$ cat config.mk
export PLATFORM = sky130hd
export DESIGN_NAME = mem_wb_stage
export DESIGN_NICKNAME = d
export VERILOG_FILES = /design/src/rtl/mem_wb_stage.sv
export SDC_FILE = /design/constraint.sdc
export NUM_CORES = 1
export LEC_CHECK = 0
export ABC_AREA = 1
export ABC_CLOCK_PERIOD_IN_PS = 1960
export BUFFER_PORTS_ARGS = -buffer_cell sky130_fd_sc_hd__buf_2
export CAP_MARGIN = 20
export CORE_MARGIN = 2
export CORE_UTILIZATION = 50
export CTS_CLUSTER_SIZE = 14
export DETAILED_ROUTE_END_ITERATION = 6
export PLACE_DENSITY = 0.79
export RECOVER_POWER = 100
export SLEW_MARGIN = 20
export SYNTH_ARGS = -nofsm -noshare
export SYNTH_HDL_FRONTEND = slang
export SYNTH_SLANG_ARGS = --single-unit
$ cat constraint.sdc
create_clock -name clk -period 1.96 [get_ports clk]
set_input_delay 0.098 -clock clk [delete_from_list [all_inputs] [get_ports clk]]
set_output_delay 0.098 -clock clk [all_outputs]
set_load 0.005 [all_outputs]
$ cat src/rtl/mem_wb_stage.sv
// MEM/WB stage: retires ALU results directly and waits for data-memory load
// responses, aligning/extending them before a single-cycle register-file write.
module mem_wb_stage #(
  parameter int unsigned TIMEOUT = 16
) (
  input  logic        clk,
  input  logic        rst,
  input  logic        in_valid,
  output logic        in_ready,
  input  logic        in_reg_we,
  input  logic [4:0]  in_wr_addr,
  input  logic [31:0] in_alu_result,
  input  logic        in_mem_read,
  input  logic [2:0]  in_load_type,
  input  logic        flush,
  input  logic        dmem_rvalid,
  input  logic [31:0] dmem_rdata,
  output logic [4:0]  reg_W_addr,
  output logic [31:0] wdata,
  output logic        reg_we,
  output logic        err_timeout,
  output logic        err_misalign,
  output logic        err_spurious
);

  typedef enum logic [1:0] {IDLE, WAIT_LOAD, DRAIN} state_t;

  typedef struct packed {
    logic       we;
    logic [4:0] addr;
    logic [2:0] ltype;
    logic [1:0] off;
  } ld_req_t;

  localparam logic [7:0] TO_LAST = 8'(TIMEOUT - 1);

  state_t      state_q, state_d;
  ld_req_t     ld_q, ld_d;
  logic [7:0]  cnt_q, cnt_d;
  logic        upd, commit_we;
  logic [4:0]  commit_addr;
  logic [31:0] commit_data;
  logic        set_to, set_mis, set_spur;
  logic        take, misaligned, expired;
  logic [7:0]  ld_byte;
  logic [15:0] ld_half;
  logic [31:0] ld_ext;

  assign in_ready = (state_q == IDLE);
  // a flushed accept is consumed but dropped on the floor
  assign take     = in_valid && in_ready && !flush;
  assign expired  = (cnt_q >= TO_LAST);

  always_comb begin
    misaligned = 1'b0;
    case (in_load_type)
      3'b000, 3'b100: misaligned = 1'b0;
      3'b001, 3'b101: misaligned = in_alu_result[0];
      default:        misaligned = (in_alu_result[1:0] != 2'b00);
    endcase
  end

  // little-endian lane select at the captured offset
  always_comb begin
    ld_byte = dmem_rdata[7:0];
    case (ld_q.off)
      2'd0: ld_byte = dmem_rdata[7:0];
      2'd1: ld_byte = dmem_rdata[15:8];
      2'd2: ld_byte = dmem_rdata[23:16];
      2'd3: ld_byte = dmem_rdata[31:24];
      default: ld_byte = dmem_rdata[7:0];
    endcase
    ld_half = ld_q.off[1] ? dmem_rdata[31:16] : dmem_rdata[15:0];
    case (ld_q.ltype)
      3'b000:  ld_ext = {{24{ld_byte[7]}}, ld_byte};
      3'b001:  ld_ext = {{16{ld_half[15]}}, ld_half};
      3'b100:  ld_ext = {24'd0, ld_byte};
      3'b101:  ld_ext = {16'd0, ld_half};
      default: ld_ext = dmem_rdata;
    endcase
  end

  always_comb begin
    state_d     = state_q;
    ld_d        = ld_q;
    cnt_d       = cnt_q;
    upd         = 1'b0;
    commit_we   = 1'b0;
    commit_addr = reg_W_addr;
    commit_data = wdata;
    set_to      = 1'b0;
    set_mis     = 1'b0;
    set_spur    = 1'b0;
    case (state_q)
      IDLE: begin
        set_spur = dmem_rvalid;
        if (take) begin
          if (!in_mem_read) begin
            upd         = 1'b1;
            commit_we   = in_reg_we && (in_wr_addr != 5'd0);
            commit_addr = in_wr_addr;
            commit_data = in_alu_result;
          end else begin
            ld_d    = '{we: in_reg_we, addr: in_wr_addr,
                        ltype: in_load_type, off: in_alu_result[1:0]};
            cnt_d   = 8'd0;
            set_mis = misaligned;
            state_d = misaligned ? DRAIN : WAIT_LOAD;
          end
        end
      end
      WAIT_LOAD: begin
        if (dmem_rvalid) begin
          state_d = IDLE;
          if (!flush) begin
            upd         = 1'b1;
            commit_we   = ld_q.we && (ld_q.addr != 5'd0);
            commit_addr = ld_q.addr;
            commit_data = ld_ext;
          end
        end else if (expired) begin
          set_to  = 1'b1;
          state_d = IDLE;
        end else begin
          cnt_d = cnt_q + 8'd1;
          if (flush) state_d = DRAIN;
        end
      end
      DRAIN: begin
        if (dmem_rvalid) begin
          state_d = IDLE;
        end else if (expired) begin
          set_to  = 1'b1;
          state_d = IDLE;
        end else begin
          cnt_d = cnt_q + 8'd1;
        end
      end
      default: state_d = IDLE;
    endcase
  end

  always_ff @(posedge clk or negedge rst) begin
    if (!rst) begin
      state_q      <= IDLE;
      ld_q         <= '0;
      cnt_q        <= 8'd0;
      reg_we       <= 1'b0;
      reg_W_addr   <= 5'd0;
      wdata        <= 32'd0;
      err_timeout  <= 1'b0;
      err_misalign <= 1'b0;
      err_spurious <= 1'b0;
    end else begin
      state_q <= state_d;
      ld_q    <= ld_d;
      cnt_q   <= cnt_d;
      reg_we  <= upd && commit_we;
      if (upd) begin
        reg_W_addr <= commit_addr;
        wdata      <= commit_data;
      end
      if (set_to)   err_timeout  <= 1'b1;
      if (set_mis)  err_misalign <= 1'b1;
      if (set_spur) err_spurious <= 1'b1;
    end
  end

endmodule

==> run_results.csv <==
group,metric,value,unit
run_status,status,"complete, no violations",
sta,setup_slack,0.166,ns
placed_design,pre_cts_slack,0.183,ns
worst_setup_path,worst-path-buf-inv,4,
finish,drive_gt1_share,20.4,%
placed_design,gp_congestion,0.864,
clocking,htree_levels,3,
floorplanning,coreArea,7140,um2
floorplanning,dieArea,7980,um2
route,drt-initial-drc-count,296,
sta,clock_skew,0.00780,ns
clocking,clkTransAtPathRegs,0.08,ns
route,ant_nets,0,
worst_setup_path,crit_slowest_cell,"dfrtp_1",
synthesis,netlist_area,3640,um2
power_and_ir_drop,ir_worst_vdd,0.677,mV
clocking,cts_max_path_buffers,2,
floorplanning,chipHeight,89.4,um
global_routing,antenna_found_initial,0,
synthesis,synth_area_leaders,"dfrtp_1, nand2_1, nor2_1, nand3_1, inv_1",
finish,n_antenna_cell,0,
synthesis,ys.flop_type,"dfrtp_1",
power_and_ir_drop,switchingPower,3.00,mW
synthesis,yosysTopAreaCell,"dfrtp_1",
global_routing,grt_pass1_wl,15600,um
worst_setup_path,critPathMaxStageDelay,0.41,ns
finish,syn_to_final_growth,25.6,%
synthesis,async_reset_ff_share,100,%
sta,tns,0,ns
clocking,clk_latency,0.35,ns
worst_setup_path,crit_family,"buffers and inverters",
clocking,post_cts_buffers,0,
clocking,cts_tree,"built",
sta,period_minus_slack,1.79,ns
worst_setup_path,path_class,"flop to flop",
clocking,cts-root-buf,"clkbuf_8",
worst_setup_path,cp_data_required_time,2.20,ns
worst_setup_path,cp-end-kind,"flop",
route,remaining_drc_errors,0,
power_and_ir_drop,swShare,45.8,%
sta,worst_slew_pin_slew,0.799,ns
synthesis,ys_ff_latch,62,
sta,max_slew_margin,46.7,%
floorplanning,initial_utilization,51.0,%
power_and_ir_drop,intPower,3.54,mW
synthesis,synth_cell_type_count,30,
synthesis,synth_cells,539,
finish,fill_cells,667,
power_and_ir_drop,power_frac_seq,32.5,%
floorplanning,io_pins,121,
finish,instances_no_fill,767,
sta,rsz0062_at_grt,"false",
finish,nNetsFinal,746,
global_routing,grt_overflow,0,
clocking,cts_sinks,62,
run,drv_cap,0,
global_routing,grtUsageTotal,25.0,%
sta,hold_viol_final,0,
floorplanning,fp-row-count,31,
placed_design,port-buffer-count,120,
placed_design,dpl.hpwl,7190,um
synthesis,synth_nets,622,
worst_setup_path,path_cells,"inv_1 > ha_2 > buf_12 > o21ai_1 > nand3_1 > buf_12 > inv_2 > nand3_1 > nand2_1",
power_and_ir_drop,cellLeakagePower,2.52,nW
power_and_ir_drop,clock_power_share,16.0,%
sta,fin_crit_sh,91.5,%
route,dr_total_vias,3879,
power_and_ir_drop,power_density,1430,nW/um2
placed_design,numPlacedInstances,745,
route,viasPerCell,5.06,
worst_setup_path,startpoint_type,"flop",
route,wirelength,10100,um
power_and_ir_drop,comb_power_share,51.5,%
synthesis,ys_seq_area_share,42.6,%
sta,max_clock_freq,557,MHz
global_routing,grt_pass1_vias,3540,
sta,setup_viol,0,
synthesis,synth_edf_count,0,
min_path,hold_class,"input port to flop",
floorplanning,dieWidth,89.4,um
synthesis,synth_top_area_share,42.6,%
global_routing,grt_max_degree,70,
route,dr.pass1.iters,7,
sta,slew_viol_final,0,
synthesis,avgSynthCellArea,6.76,um2
synthesis,ys_warn_count,0,
clocking,cts_buffers,9,
worst_setup_path,arrival,2.03,ns
route,wl_per_cell,13.1,um
worst_setup_path,worstPathMaxFanout,69,
## synthesized netlist by cell type (2+ instances only)
library cell,n
a21boi_1,6
a21oi_1,34
buf_2,9
clkbuf_1,13
dfrtp_1,62
ha_1,4
inv_1,51
inv_2,3
nand2_1,195
nand3_1,40
nand3_2,2
nand4_1,6
nor2_1,68
nor3_1,2
o21ai_0,27
o21ai_1,2
or2_2,2
## cell families after synthesis
| kind of cell | share of synthesized area [%] |
|---|---|
| and+or+nand+nor | 36.3 |
| DFF | 42.6 |
| buffers and inverters | 8.76 |
| AOI/OAI and AO/OA | 11.0 |
| adders and majority gates | 1.37 |
## through the flow
stage / utilization [%] / hold slack, ns / area (um2) / power (mW)
global placement: 61.3 / 0.189 / 4370 / 5.39
CTS: 64.6 / 0.00384 / 4610 / 6.59
finish: 64.1 / 0.0153 / 4570 / 6.53
detailed placement: 61.3 / 0.200 / 4370 / 5.51
global route: 64.1 / 0.00631 / 4570 / 7.14
floorplan: - / -0.198 / 3640 / 4.41
## flip-flops by register name (all words and copies together), names as in the netlist
register      count
wdata            32
ld_q             11
cnt_q             8
reg_W_addr        5
state_q           2
err_misalign      1
err_spurious      1
err_timeout       1
reg_we            1
## per-layer routing
layer | track usage, % | wire length, um | vias to the layer above
met5 | 0 | 0 | -
met4 | 9.91 | 188 | 0
met3 | 4.06 | 733 | 20
met2 | 39.9 | 4880 | 183
met1 | 34.2 | 4250 | 1741
li1 | - | - | 1935
## worst reg2reg max path, delay by kind of cell, from the launching register on
family	cells	cell delay, ns
compound gates	1	0.09
fa+ha+maj	1	0.26
buf+inv	4	0.66
flops	1	0.41
simple gates	3	0.26
## placed cells by master, fill, tap and decap left out, types with 2 or more instances in the layout
| master | n |
|---|---|
| clkbuf_8 | 9 |
| ha_1 | 3 |
| or2_2 | 2 |
| clkinv_4 | 3 |
| a21boi_1 | 2 |
| clkbuf_1 | 25 |
| inv_6 | 2 |
| buf_2 | 95 |
| buf_4 | 6 |
| clkinvlp_4 | 2 |
| inv_1 | 51 |
| dfrtp_1 | 62 |
| nand4_1 | 6 |
| clkbuf_2 | 3 |
| nor3_1 | 2 |
| a21boi_0 | 4 |
| a21oi_1 | 34 |
| inv_2 | 3 |
| nand2_1 | 195 |
| buf_12 | 2 |
| nand3_1 | 41 |
| o21ai_0 | 28 |
| nor2_1 | 68 |
| dlygate4sd3_1 | 5 |
## area by class of cell
cell class | count | area (um2) | area share [%]
Multi-Input combinational cell | 398 | 1760 | 38.6
Clock buffer | 9 | 124 | 2.71
Tap cell | 99 | 124 | 2.71
Sequential cell | 62 | 1550 | 33.9
Inverter | 55 | 206 | 4.51
Timing Repair Buffer | 137 | 744 | 16.3
Clock inverter | 7 | 58.8 | 1.29
## worst paths after layout
kind	startpoint	to	slack, ns	cells after the start
max in group asynchronous	rst	wdata[12]$_DFFE_PN0P_	0.34	3
max	state_q[1]$_DFFE_PN0P_	wdata[7]$_DFFE_PN0P_	0.17	9
min	in_wr_addr[1]	ld_q[6]$_DFFE_PN0P_	0.02	3
min reg2reg	err_misalign$_DFFE_PN0P_	err_misalign$_DFFE_PN0P_	0.46	1
min in group asynchronous	rst	cnt_q[7]$_DFFE_PN0P_	0.36	2
max reg2reg	state_q[1]$_DFFE_PN0P_	wdata[7]$_DFFE_PN0P_	0.17	9
## power groups by stage
stage | registers [mW] | logic [mW] | clock network [mW]
floorplan | 2.14 | 2.27 | 0
global placement | 2.13 | 3.27 | 0
detailed placement | 2.14 | 3.37 | 0
CTS | 2.12 | 3.40 | 1.07
global route | 2.18 | 3.85 | 1.11
finish | 2.12 | 3.36 | 1.05
## what timing repair did
| item | CTS | global route |
|---|---|---|
| resized for setup | 0 | 1 |
| hold endpoints to repair | 33 | 0 |
| hold buffers | 5 | 0 |
| endpoints found under the setup margin | 0 | 1 |
Note: power is estimated with default switching activity, not from simulation.
